File: config.mk
export PLATFORM = sky130hd
export DESIGN_NAME = mem_bank
export DESIGN_NICKNAME = d
export VERILOG_FILES = /design/src/rtl/mem_bank.sv
export SDC_FILE = /design/constraint.sdc
export NUM_CORES = 1
export LEC_CHECK = 0
export ABC_CLOCK_PERIOD_IN_PS = 3400
export CELL_PAD_IN_SITES_DETAIL_PLACEMENT = 1
export CELL_PAD_IN_SITES_GLOBAL_PLACEMENT = 1
export CORE_ASPECT_RATIO = 1.4
export CORE_MARGIN = 3
export CORE_UTILIZATION = 50
export CTS_CLUSTER_SIZE = 30
export DETAILED_ROUTE_END_ITERATION = 8
export PLACE_DENSITY = 0.74
export SLEW_MARGIN = 10
export SYNTH_ARGS = -nofsm -noshare
export SYNTH_HDL_FRONTEND = slang
export SYNTH_SLANG_ARGS = --single-unit
File: constraint.sdc
create_clock -name clk -period 3.4 [get_ports clk]
set_clock_uncertainty 0.15 [all_clocks]
set_input_delay 0.51 -clock clk [delete_from_list [all_inputs] [get_ports clk]]
set_output_delay 0.51 -clock clk [all_outputs]
set_load 0.05 [all_outputs]
File: src/rtl/mem_bank.sv
// mem_bank: DEPTH x WIDTH storage bank with byte-enabled write port, 1-cycle registered read
// and an internal clear sequencer. Optional macro MEM_BANK_FWD_EN selects write-first forwarding.
module mem_bank #(
    parameter int WIDTH  = 16,
    parameter int ADDR_W = 4
) (
    input  logic                 clk,
    input  logic                 rst,
    input  logic                 clr,
    output logic                 busy,
    input  logic                 wsel,
    input  logic                 wr,
    input  logic [ADDR_W-1:0]    waddr,
    input  logic [WIDTH/8-1:0]   wbe,
    input  logic [WIDTH-1:0]     wdata,
    input  logic                 rsel,
    input  logic [ADDR_W-1:0]    raddr,
    output logic [WIDTH-1:0]     rdata,
    output logic                 rvalid
);

    localparam int DEPTH = 2 ** ADDR_W;
    localparam int NBE   = WIDTH / 8;

    typedef enum logic {
        S_CLEAR = 1'b0,
        S_IDLE  = 1'b1
    } state_t;

    state_t              r_state;
    logic [ADDR_W-1:0]   r_cptr;
    logic                r_busy;
    logic [WIDTH-1:0]    r_rdata;
    logic                r_rvalid;
    logic [WIDTH-1:0]    r_mem [DEPTH];

    logic                w_access_ok;
    logic                w_wr_en;
    logic                w_rd_en;
    logic [WIDTH-1:0]    w_merged;
    logic [WIDTH-1:0]    w_rd_word;

    function automatic logic [WIDTH-1:0] byte_merge(
        input logic [WIDTH-1:0] old_word,
        input logic [WIDTH-1:0] new_word,
        input logic [NBE-1:0]   be
    );
        logic [WIDTH-1:0] res;
        res = old_word;
        for (int i = 0; i < NBE; i++) begin
            if (be[i]) begin
                res[8*i +: 8] = new_word[8*i +: 8];
            end else begin
                res[8*i +: 8] = old_word[8*i +: 8];
            end
        end
        return res;
    endfunction

    // clr takes priority over any access presented in the same idle cycle
    assign w_access_ok = (r_state == S_IDLE) & ~clr;
    assign w_wr_en     = w_access_ok & wsel & wr;
    assign w_rd_en     = w_access_ok & rsel;
    assign w_merged    = byte_merge(r_mem[waddr], wdata, wbe);

`ifdef MEM_BANK_FWD_EN
    assign w_rd_word = (w_wr_en && (waddr == raddr)) ? w_merged : r_mem[raddr];
`else
    assign w_rd_word = r_mem[raddr];
`endif

    // Clear sequencer: sweeps every address once after reset or a clr request
    always_ff @(posedge clk or posedge rst) begin
        if (rst) begin
            r_state <= S_CLEAR;
            r_cptr  <= '0;
            r_busy  <= 1'b1;
        end else begin
            case (r_state)
                S_CLEAR: begin
                    if (clr) begin
                        r_state <= S_CLEAR;
                        r_cptr  <= '0;
                        r_busy  <= 1'b1;
                    end else if (r_cptr == ADDR_W'(DEPTH - 1)) begin
                        r_state <= S_IDLE;
                        r_cptr  <= '0;
                        r_busy  <= 1'b0;
                    end else begin
                        r_state <= S_CLEAR;
                        r_cptr  <= r_cptr + ADDR_W'(1);
                        r_busy  <= 1'b1;
                    end
                end
                S_IDLE: begin
                    if (clr) begin
                        r_state <= S_CLEAR;
                        r_cptr  <= '0;
                        r_busy  <= 1'b1;
                    end else begin
                        r_state <= S_IDLE;
                        r_cptr  <= '0;
                        r_busy  <= 1'b0;
                    end
                end
                default: begin
                    r_state <= S_CLEAR;
                    r_cptr  <= '0;
                    r_busy  <= 1'b1;
                end
            endcase
        end
    end

    // Storage array: no reset, contents are zeroed by the sequencer instead
    always_ff @(posedge clk) begin
        if (r_state == S_CLEAR) begin
            r_mem[r_cptr] <= '0;
        end else if (w_wr_en) begin
            r_mem[waddr] <= w_merged;
        end else begin
            r_mem[waddr] <= r_mem[waddr];
        end
    end

    // Read port: data is forced to zero whenever no read was accepted
    always_ff @(posedge clk or posedge rst) begin
        if (rst) begin
            r_rvalid <= 1'b0;
            r_rdata  <= '0;
        end else if (w_rd_en) begin
            r_rvalid <= 1'b1;
            r_rdata  <= w_rd_word;
        end else begin
            r_rvalid <= 1'b0;
            r_rdata  <= '0;
        end
    end

    assign busy   = r_busy;
    assign rdata  = r_rdata;
    assign rvalid = r_rvalid;

endmodule

== Word-level counts from Yosys, hierarchy flattened ==
Memory sizes are Yosys's and may differ from the RTL's.
Cells that the tools add are included.
Storage, ports and cells
  register bits after elaboration: 23
  output and inout port bits: 18
  word-level logic and storage cells: 50
  RAM bits: 256
  memories kept: 1
Operators by class
  equality and inequality tests: 4
  bitwise operators: 8
  reductions and logical operators: 4
  add/subtract/negate cells: 1
  multiplexer cells: 27
Memories
  r_mem: words 16, bits a word 16, read ports 1, clocked after memory_dff 0, wr ports 1, RTL line 35  | logic [WIDTH-1:0] r_mem [DEPTH];
Operator list (count)
  16-bit two-way mux: 2
  8-bit two-way mux: 4
  16-bit OR reduction: 1
  1-bit two-way mux: 14
  4-bit two-way mux: 3
  4-bit case mux with 2 select lines: 1
  2-bit AND reduction: 3
  4-bit by 1-bit adder with 4-bit output (second input constant): 1
  1-bit AND: 4
  4-bit == test (second input constant): 1
  1-bit case mux with 2 select lines: 2
  2-bit two-way mux: 1
  1-bit != test (second input constant): 2
  1-bit NOT: 2
  1-bit OR: 2
  0-bit != test: 1

== Longest topological paths before layout ==
Gate-level depths: netlist (run 1).
  word-level depth: 11
  gate-level depth with buffers: 6

== Worst setup path before layout (run 1) ==
Ideal clock, no wire load.
  path kind: input -> register
  start point: in clr
  end point: mem r_mem[0][0], enable pin
  path buffers: 3
  data required time: 2.862 ns
  library setup time: 0.388 ns
  stages: 6
  slack: 0.597 ns
  arrival: 2.265 ns
  cell sequence: buf_6 -> nand2b_4 -> buf_6 -> or4_1 -> buf_2 -> a221oi_1
On the way
  cells in the longest elaborated chain, start to end: 11
RTL lines
  start: declaration: RTL line 9  | input logic clr,
  1-bit NOT *: RTL line 61  | assign w_access_ok = (r_state == S_IDLE) & ~clr;
  1-bit AND *: RTL line 61
  1-bit AND * (2 in a row): RTL line 62  | assign w_wr_en = w_access_ok & wsel & wr;
  1-bit two-way mux: RTL line 119  | end else if (w_wr_en) begin
  1-bit two-way mux: RTL line 117  | if (r_state == S_CLEAR) begin
  1-bit two-way mux (on tied branches): RTL line 120, 122
  2-bit AND reduction (no line)
  1-bit OR (no line)
  16-bit OR reduction (no line)
  4-bit two-way mux (no line) / 2-bit two-way mux (equally long branches)
  end: declaration: RTL line 35
Mark *: on every way between the ends. The rest lies on a longest branch, timed or not.

== Final worst setup path (run 1) ==
  start point: reg r_state
  end point: mem r_mem[11][0], enable pin
On the way
  cells in the longest elaborated chain, start to end: 10
RTL lines
  start: declaration: RTL line 30  | state_t r_state;
  start signal: assignment: RTL line 75  | r_state <= S_CLEAR;
  start signal: assignment: RTL line 82  | r_state <= S_CLEAR;
  start signal: assignment: RTL line 86  | r_state <= S_IDLE;
  1-bit AND: RTL line 61
  1-bit AND (2 in a row): RTL line 62
  1-bit two-way mux: RTL line 119
  1-bit two-way mux: RTL line 117
  1-bit two-way mux (on tied branches): RTL line 120, 122
  2-bit AND reduction (no line)
  1-bit OR (no line)
  16-bit OR reduction (no line)
  4-bit two-way mux (no line) / 2-bit two-way mux (equally long branches)
Parallel ways exist; a longest one is shown, timed or not.

==> results of run 1 <==
## cell usage in the layout, fill, tap and decap left out, drive strengths merged
cell type      count
o21ai              6
nor4               1
and3b              1
nand3             17
clkdlybuf4s50     46
mux4              64
nand2b             1
ha                 1
nor3               1
edfxtp           256
dfstp              1
a21oi              1
dfrtp             22
and3              17
or4                2
o211a              1
o211ai            20
nand4b             4
nand4              2
buf               49
nor3b              1
inv                3
nand3b            17
or2                1
and2b              1
a221oi            32
nor2               4
clkbuf            39
and2               1
a21boi             2
xnor2              1
clkinv             4
a211oi             1
mux2i             16
and4b              1
nor2b              3
bufinv             2
## metal layers
metal | up-vias | routed length [um]
met2 | 206 | 14600
met4 | 0 | 770
met1 | 3030 | 9380
met3 | 46 | 1210
met5 | - | 0
li1 | 2462 | -
## registers in the layout, summed over array words and instances, names as in the netlist
name	cells
busy	1
r_state	1
rdata	16
rvalid	1
r_mem	256
r_cptr	4
## synth_stat cells, drive strengths merged
library cell	n
dfstp	1
nor3b	1
a21boi	2
ha	1
nor2	4
and4b	1
and2b	1
nand3b	17
clkbuf	20
o211ai	20
a211oi	1
mux4	64
and2	1
edfxtp	256
dfrtp	22
o211a	1
or4	2
mux2i	16
inv	2
o21ai	6
and3b	1
nand2b	1
nor2b	3
xnor2	1
and3	17
nand4	2
nor4	1
a221oi	32
or2	1
a21oi	1
nor3	1
nand4b	4
buf	17
nand3	17
## cell families (layout without fill, tap and decap cells)
logic type	count (synthesis)	in the layout	synth area share (%)
buffers and inverters	39	143	1.63
AOI/OAI and AO/OA	63	63	4.55
adders and majority gates	1	1	0.113
muxes	80	80	14.5
xor gates and xnor gates	1	1	0.0792
DFF	279	279	74.7
and+or+nand+nor	75	75	4.42
## area by class of cell
class	count	area (um2)
tap	292	365
fill	1863	8560
inverter	2	7.51
clock buffer	39	678
clock inverter	7	87.6
multi-input combinational	220	2620
timing repair buffer	95	861
sequential	279	8260
## where the power goes
part | switching (mW) | internal, mW
Clock | 1.16 | 1.53
Sequential | 0.0224 | 3.77
Combinational | 0.172 | 0.152
Total | 1.36 | 5.44
## worst reg2reg max path: stages, from the launching register on
cell	delay [ns]
sky130_fd_sc_hd__dfrtp_1	0.56
sky130_fd_sc_hd__and2b_1	0.39
sky130_fd_sc_hd__nand4_1	0.54
sky130_fd_sc_hd__a221oi_1	0.52
sky130_fd_sc_hd__buf_4	0.26
## path summary, 6_finish.rpt
check | endpoint | cells after the start
max in group asynchronous | busy | 3
setup / recovery | r_mem[11][0] | 4
hold reg to reg | r_cptr[0] | 1
setup reg to reg | r_mem[11][0] | 4
hold / removal | r_cptr[1] | 3
min in group clk | rdata[13] | 3
==> impl_summary.log, run 1 <==
[metrics] setup repair after global routing missed its margin: no
[metrics] Max Root-Sink Buffers: 3
[metrics] Leakage Power: approximately 4.7 nW
[metrics] VDD IR-drop max: 0.000571 V
[metrics] number of H-tree levels: 1
[metrics] result of the run: complete, no violations
[metrics] TritonCTS clock tree: done
[metrics] worst hold slack: between 0.2 and 0.25 ns
[metrics] total nets after synthesis: around 570
[metrics] global-route wire length before repair: 39700 um
[metrics] row cnt: 63
[metrics] sum of overflow across all layers after global routing: 0
[metrics] power consumption: approximately 6.8 mW
[metrics] buffer count from post-CTS setup fixing: 0
[metrics] total I/O pin count: 50
[metrics] biggest fanout along the worst timing path: 12
[metrics] number of buffers added to fix hold violations after cts: 0
[metrics] crit path capture type: register
[metrics] startpoint of the lowest-slack register-to-register path: r_state
[metrics] share of cells above drive strength 1: 23.4%
[metrics] total die area: 0.0240 mm2
[metrics] cell type group with the largest total delay on the critical path: simple AND/OR/NAND/NOR gates
[metrics] share of the clock period used by the worst path after layout: 79.7%
[metrics] Min-Delay Path Class: in -> async
[metrics] kind of start point of the critical path: register
[metrics] final setup margin: a little under 0.7 ns
[metrics] Top Usage Layer GRT: met2
[metrics] synthesized instance count: 538
[metrics] critical path class: reg -> reg
[metrics] initial standard-cell utilization of the core: 51.6%
[metrics] library cell with the largest summed area after synthesis: sky130_fd_sc_hd__edfxtp_1
[metrics] pin count of the biggest net entering global routing: 41
[metrics] Yosys warning count: 0
[metrics] number of antenna violations at the first check in global routing: 0
[metrics] count of instances resized after the clock tree is built: 0
[metrics] Slew headroom: between 10% and 20%
[metrics] max-cap violation count: 0
[metrics] post-place instance area: 0.0121 mm2
[metrics] first-iteration detailed-routing DRC count: 547
[metrics] M2 GR Usage: between 40% and 50%
[metrics] clock slew at the register clock pins of the worst setup and hold paths: 0.07 ns
[metrics] critical path data required time: 3.47 ns
[metrics] first-pass iteration count of the detailed router: 5
[metrics] layout overhead on the synthesized area: 16.4%
[metrics] clock insertion delay at the later pin of the skew report: 0.52 ns
[metrics] slowest library cell on the worst path: sky130_fd_sc_hd__dfrtp_1
[metrics] timing startpoint of the critical path: r_state
[metrics] routability congestion estimate from global placement: between 0.8 and 0.9
[metrics] net count of the finished layout: 656
[metrics] ANT nets after route: 0
[metrics] number of vias in the routed layout: 5744
[metrics] number of failing hold endpoints at the final stage: 0
[metrics] Post-Layout Cell Count: between 900 and 1k
[metrics] unique cell type count in the Yosys netlist: 39
[metrics] number of global-route vias before repair: approximately 6.3k
[metrics] total of buffers placed on input and output ports: 49
[metrics] final core occ: 60.1%
[metrics] chip width: 132 um
[metrics] final-report setup violation count: 0
[metrics] # clock sinks: 279
[metrics] fraction of the yosys area taken by sequential cells: between 70% and 80%
[metrics] netlist area before placement: 0.0111 mm2
[metrics] Final Cell Area: 0.0129 mm2
[metrics] CP peak stage delay: 0.56 ns
[metrics] leading cell types by total area after synthesis: sky130_fd_sc_hd__edfxtp_1, sky130_fd_sc_hd__mux4_2, sky130_fd_sc_hd__dfrtp_1
[metrics] maximum achievable frequency: 369 MHz
[metrics] Setup WS pre-CTS: 0.260 ns
[metrics] Max Slew Vio Count: 0
[metrics] M1 GR Usage: 26.0%
[metrics] final critical path time including I/O delays and setup: ~2.7 ns
[metrics] final routed wirelength across all metal layers: 26000 um
[metrics] area fraction of the dominant cell type after synthesis: a little over two thirds
[metrics] met3 Usage GRT: 2.77%
[metrics] Final HPWL DP: 17800 um
[metrics] critical path buffer and inverter count: 1
[metrics] number of inserted diodes: 0
[metrics] area of the core: about 0.021 mm2
[metrics] cell-by-cell listing of the critical path: and2b_1 -> nand4_1 -> a221oi_1 -> buf_4
[metrics] synthesized area per cell: 20.6 um2
[metrics] detailed-route wire length per cell: 27.8 um
[metrics] via count normalized by instance count: 6.15
[metrics] total clock buffers created by CTS: 25
[metrics] Slew @ Worst Pin: 1.22 ns
[metrics] # DRC: 0
[metrics] data arrival time of the critical path: 2.78 ns
[metrics] Die H: 182 um
[metrics] placed cell count: around 890
[metrics] setup slack, reg-to-reg: 0.69 ns
[metrics] gr usage total: 22.0%
[metrics] setup TNS after final layout: 0 ns
[metrics] post-synthesis register bit count: 279
[metrics] cell at the root of the clock tree: sky130_fd_sc_hd__clkbuf_16
[metrics] Power Dens Cells: 528 mW/mm2
No activity file was read; power rests on OpenSTA's default activity.
==> run 2: changes to the inputs <==
--- a/config.mk
+++ b/config.mk
@@ -5,15 +5,15 @@
 export SDC_FILE = /design/constraint.sdc
 export NUM_CORES = 1
 export LEC_CHECK = 0
-export ABC_CLOCK_PERIOD_IN_PS = 3400
+export ABC_CLOCK_PERIOD_IN_PS = 2370
 export CELL_PAD_IN_SITES_DETAIL_PLACEMENT = 1
 export CELL_PAD_IN_SITES_GLOBAL_PLACEMENT = 1
 export CORE_ASPECT_RATIO = 1.4
 export CORE_MARGIN = 3
-export CORE_UTILIZATION = 50
+export CORE_UTILIZATION = 48
 export CTS_CLUSTER_SIZE = 30
 export DETAILED_ROUTE_END_ITERATION = 8
-export PLACE_DENSITY = 0.74
+export PLACE_DENSITY = 0.75
 export SLEW_MARGIN = 10
 export SYNTH_ARGS = -nofsm -noshare
 export SYNTH_HDL_FRONTEND = slang
==> constraint.sdc (replaced) <==
create_clock -name clk -period 2.37 [get_ports clk]
set_clock_uncertainty 0.15 [all_clocks]
set_input_delay 0.3555 -clock clk [delete_from_list [all_inputs] [get_ports clk]]
set_output_delay 0.3555 -clock clk [all_outputs]
set_load 0.05 [all_outputs]
==> run 2 against run 1 <==
  * Utilization up 0.13 points
  * First-iteration DRC count down 32%
  * Clock power up 57%
  * Design area up 5.7%
  * Clock-buffer cell count up 1
  * Routed wire length up 7.0%
  * Power up 50%
  * Sequential share of layout area down 3.4 points
  * Combinational power up 74%
  * Die area up 4.0%
  * Largest power group unchanged
  * Highest routed layer unchanged
==> impl_summary.log, run 2 (synthesis gave the netlist of run 1 again) <==
[metrics] final-report setup violation count: 0
[metrics] critical path data required time: ~2.5 ns
[metrics] first-iteration detailed-routing DRC count: 372
[metrics] highest routing layer actually used: met4
[metrics] power consumption: slightly above 10 mW
[metrics] final core occ: 60.2%
[metrics] # clock sinks: 279
[metrics] number of global-route vias before repair: 6757
[metrics] clock insertion delay at the later pin of the skew report: 0.54 ns
[metrics] routability congestion estimate from global placement: between 0.8 and 0.9
[metrics] first-pass iteration count of the detailed router: 5
[metrics] result of the run: complete, no violations
[metrics] data arrival time of the critical path: 2.33 ns
[metrics] Largest register FFs: 256
[metrics] net count of the finished layout: around 700
[metrics] detailed-route wire length per cell: roughly 28 um
[metrics] via count normalized by instance count: slightly above 6
[metrics] Setup WS pre-CTS: -0.379 ns
[metrics] critical path class: reg -> reg
[metrics] crit path capture type: register
[metrics] Post-Layout Cell Count: just under 1k
[metrics] share of the clock period used by the worst path after layout: roughly 94%
[metrics] final setup margin: 0.133 ns
[metrics] ANT nets after route: 0
[metrics] multi-input combinational cell area: approximately 0.0028 mm2
[metrics] pin count of the biggest net entering global routing: 48
[metrics] Slew headroom: a little over 50%
[metrics] sum of overflow across all layers after global routing: 0
[metrics] number of failing hold endpoints at the final stage: 0
[metrics] VDD IR-drop max: 0.000683 V
[metrics] Power Dens Cells: roughly 750 mW/mm2
[metrics] number of H-tree levels: 1
[metrics] area of the core: between 0.02 and 0.025 mm2
[metrics] total clock buffers created by CTS: 27
[metrics] row cnt: 65
[metrics] Min-Delay Path Class: in -> async
[metrics] Max Root-Sink Buffers: 3
[metrics] final critical path time including I/O delays and setup: 2.24 ns
[metrics] kind of start point of the critical path: register
[metrics] setup repair after global routing missed its margin: no
[metrics] final routed wirelength across all metal layers: ~28000 um
[metrics] # DRC: 0
[metrics] setup slack, reg-to-reg: 0.13 ns
[metrics] placed cell count: roughly 930
[metrics] number of inserted diodes: 0
[metrics] most common library cell in the layout ignoring fill and taps: sky130_fd_sc_hd__edfxtp_1
[metrics] Max Slew Vio Count: 0
[metrics] setup TNS after final layout: 0 ns
[metrics] Final HPWL DP: 18300 um
[metrics] layout overhead on the synthesized area: 23.1%
[metrics] startpoint of the lowest-slack register-to-register path: r_state
[metrics] total of buffers placed on input and output ports: 49
[metrics] area used by sequential logic in the layout: 0.00827 mm2
[metrics] number of buffers added to fix hold violations after cts: 0
[metrics] cell at the root of the clock tree: sky130_fd_sc_hd__clkbuf_16
[metrics] biggest fanout along the worst timing path: 8
[metrics] chip width: ~130 um
[metrics] routed length on met2: about 16000 um
[metrics] number of antenna violations at the first check in global routing: 0
[metrics] Leakage Power: 5.06 nW
[metrics] max-cap violation count: 0
[metrics] most flop-heavy register: r_mem
[metrics] r2r endpoint: r_mem[14][3]
[metrics] initial standard-cell utilization of the core: 48.9%
[metrics] share of cells above drive strength 1: 31.2%
[metrics] worst hold slack: 0.0566 ns
[metrics] maximum achievable frequency: approximately 450 MHz
[metrics] wire length on met3: 956 um
[metrics] number of vias in the routed layout: 5920
[metrics] Register-to-Register Path Depth: 5
[metrics] TritonCTS clock tree: done
[metrics] # fillers: between 1.5k and 2k
[metrics] gr usage total: between 20% and 30%
[metrics] total I/O pin count: 50
[metrics] commonest non-fill, non-tap cells in the layout: sky130_fd_sc_hd__edfxtp_1, sky130_fd_sc_hd__buf_4, sky130_fd_sc_hd__mux4_2
[metrics] clock slew at the register clock pins of the worst setup and hold paths: 0.06 ns
[metrics] post-place instance area: 0.0127 mm2
[metrics] total die area: 0.0249 mm2
[metrics] post-route met1 wirelength: 10200 um
[metrics] Die H: 186 um
[metrics] Slew @ Worst Pin: 0.739 ns
[metrics] Final Cell Area: between 0.01 and 0.015 mm2
[metrics] global-route wire length before repair: between 40000 and 50000 um
-- run 2: power breakdown --
group | switching [mW] | internal, mW | leakage [nW] | total, mW
clock | 1.76 | 2.45 | 0.424 | 4.21
combinational | 0.284 | 0.279 | 1.54 | 0.563
sequential | 0.0357 | 5.41 | 3.10 | 5.44
-- run 2: routing by layer --
| layer | GRT usage, % | up-vias |
|---|---|---|
| met5 | 0 | - |
| met4 | 6.81 | 0 |
| met3 | 2.81 | 46 |
| met2 | 44.6 | 157 |
| met1 | 26.9 | 3175 |
| li1 | - | 2542 |
-- run 2: critical path, cell delays in order (launching register included) --
cell	delay, ns
sky130_fd_sc_hd__dfrtp_2	0.44
sky130_fd_sc_hd__and2b_2	0.29
sky130_fd_sc_hd__nand4_1	0.21
sky130_fd_sc_hd__buf_4	0.24
sky130_fd_sc_hd__a221oi_1	0.35
sky130_fd_sc_hd__buf_4	0.27
-- run 2: how the worst max path moves through the flow --
stage	from	endpoint	slack (ns)	cells after the start
floorplan	clr	r_mem[5][0]	-0.21	6
global placement	clr	r_mem[9][0]	-0.30	6
detailed placement	clr	r_mem[9][0]	-0.38	6
CTS	busy	busy	0.004	1
global route	r_state	r_mem[14][3]	0.06	5
finish	r_state	r_mem[14][3]	0.13	5
-- run 2: final cells by class --
class / count / area share (%)
Inverter: 2 / 0.0552
Clock inverter: 10 / 0.763
Sequential cell: 279 / 60.7
Tap cell: 301 / 2.77
Clock buffer: 40 / 5.62
Multi-Input combinational cell: 220 / 20.8
Timing Repair Buffer: 129 / 9.23
-- run 2: timing repair --
item	in CTS	in global routing
setup endpoints to repair	0	112
gates resized for setup	0	3
buffers inserted	0	0
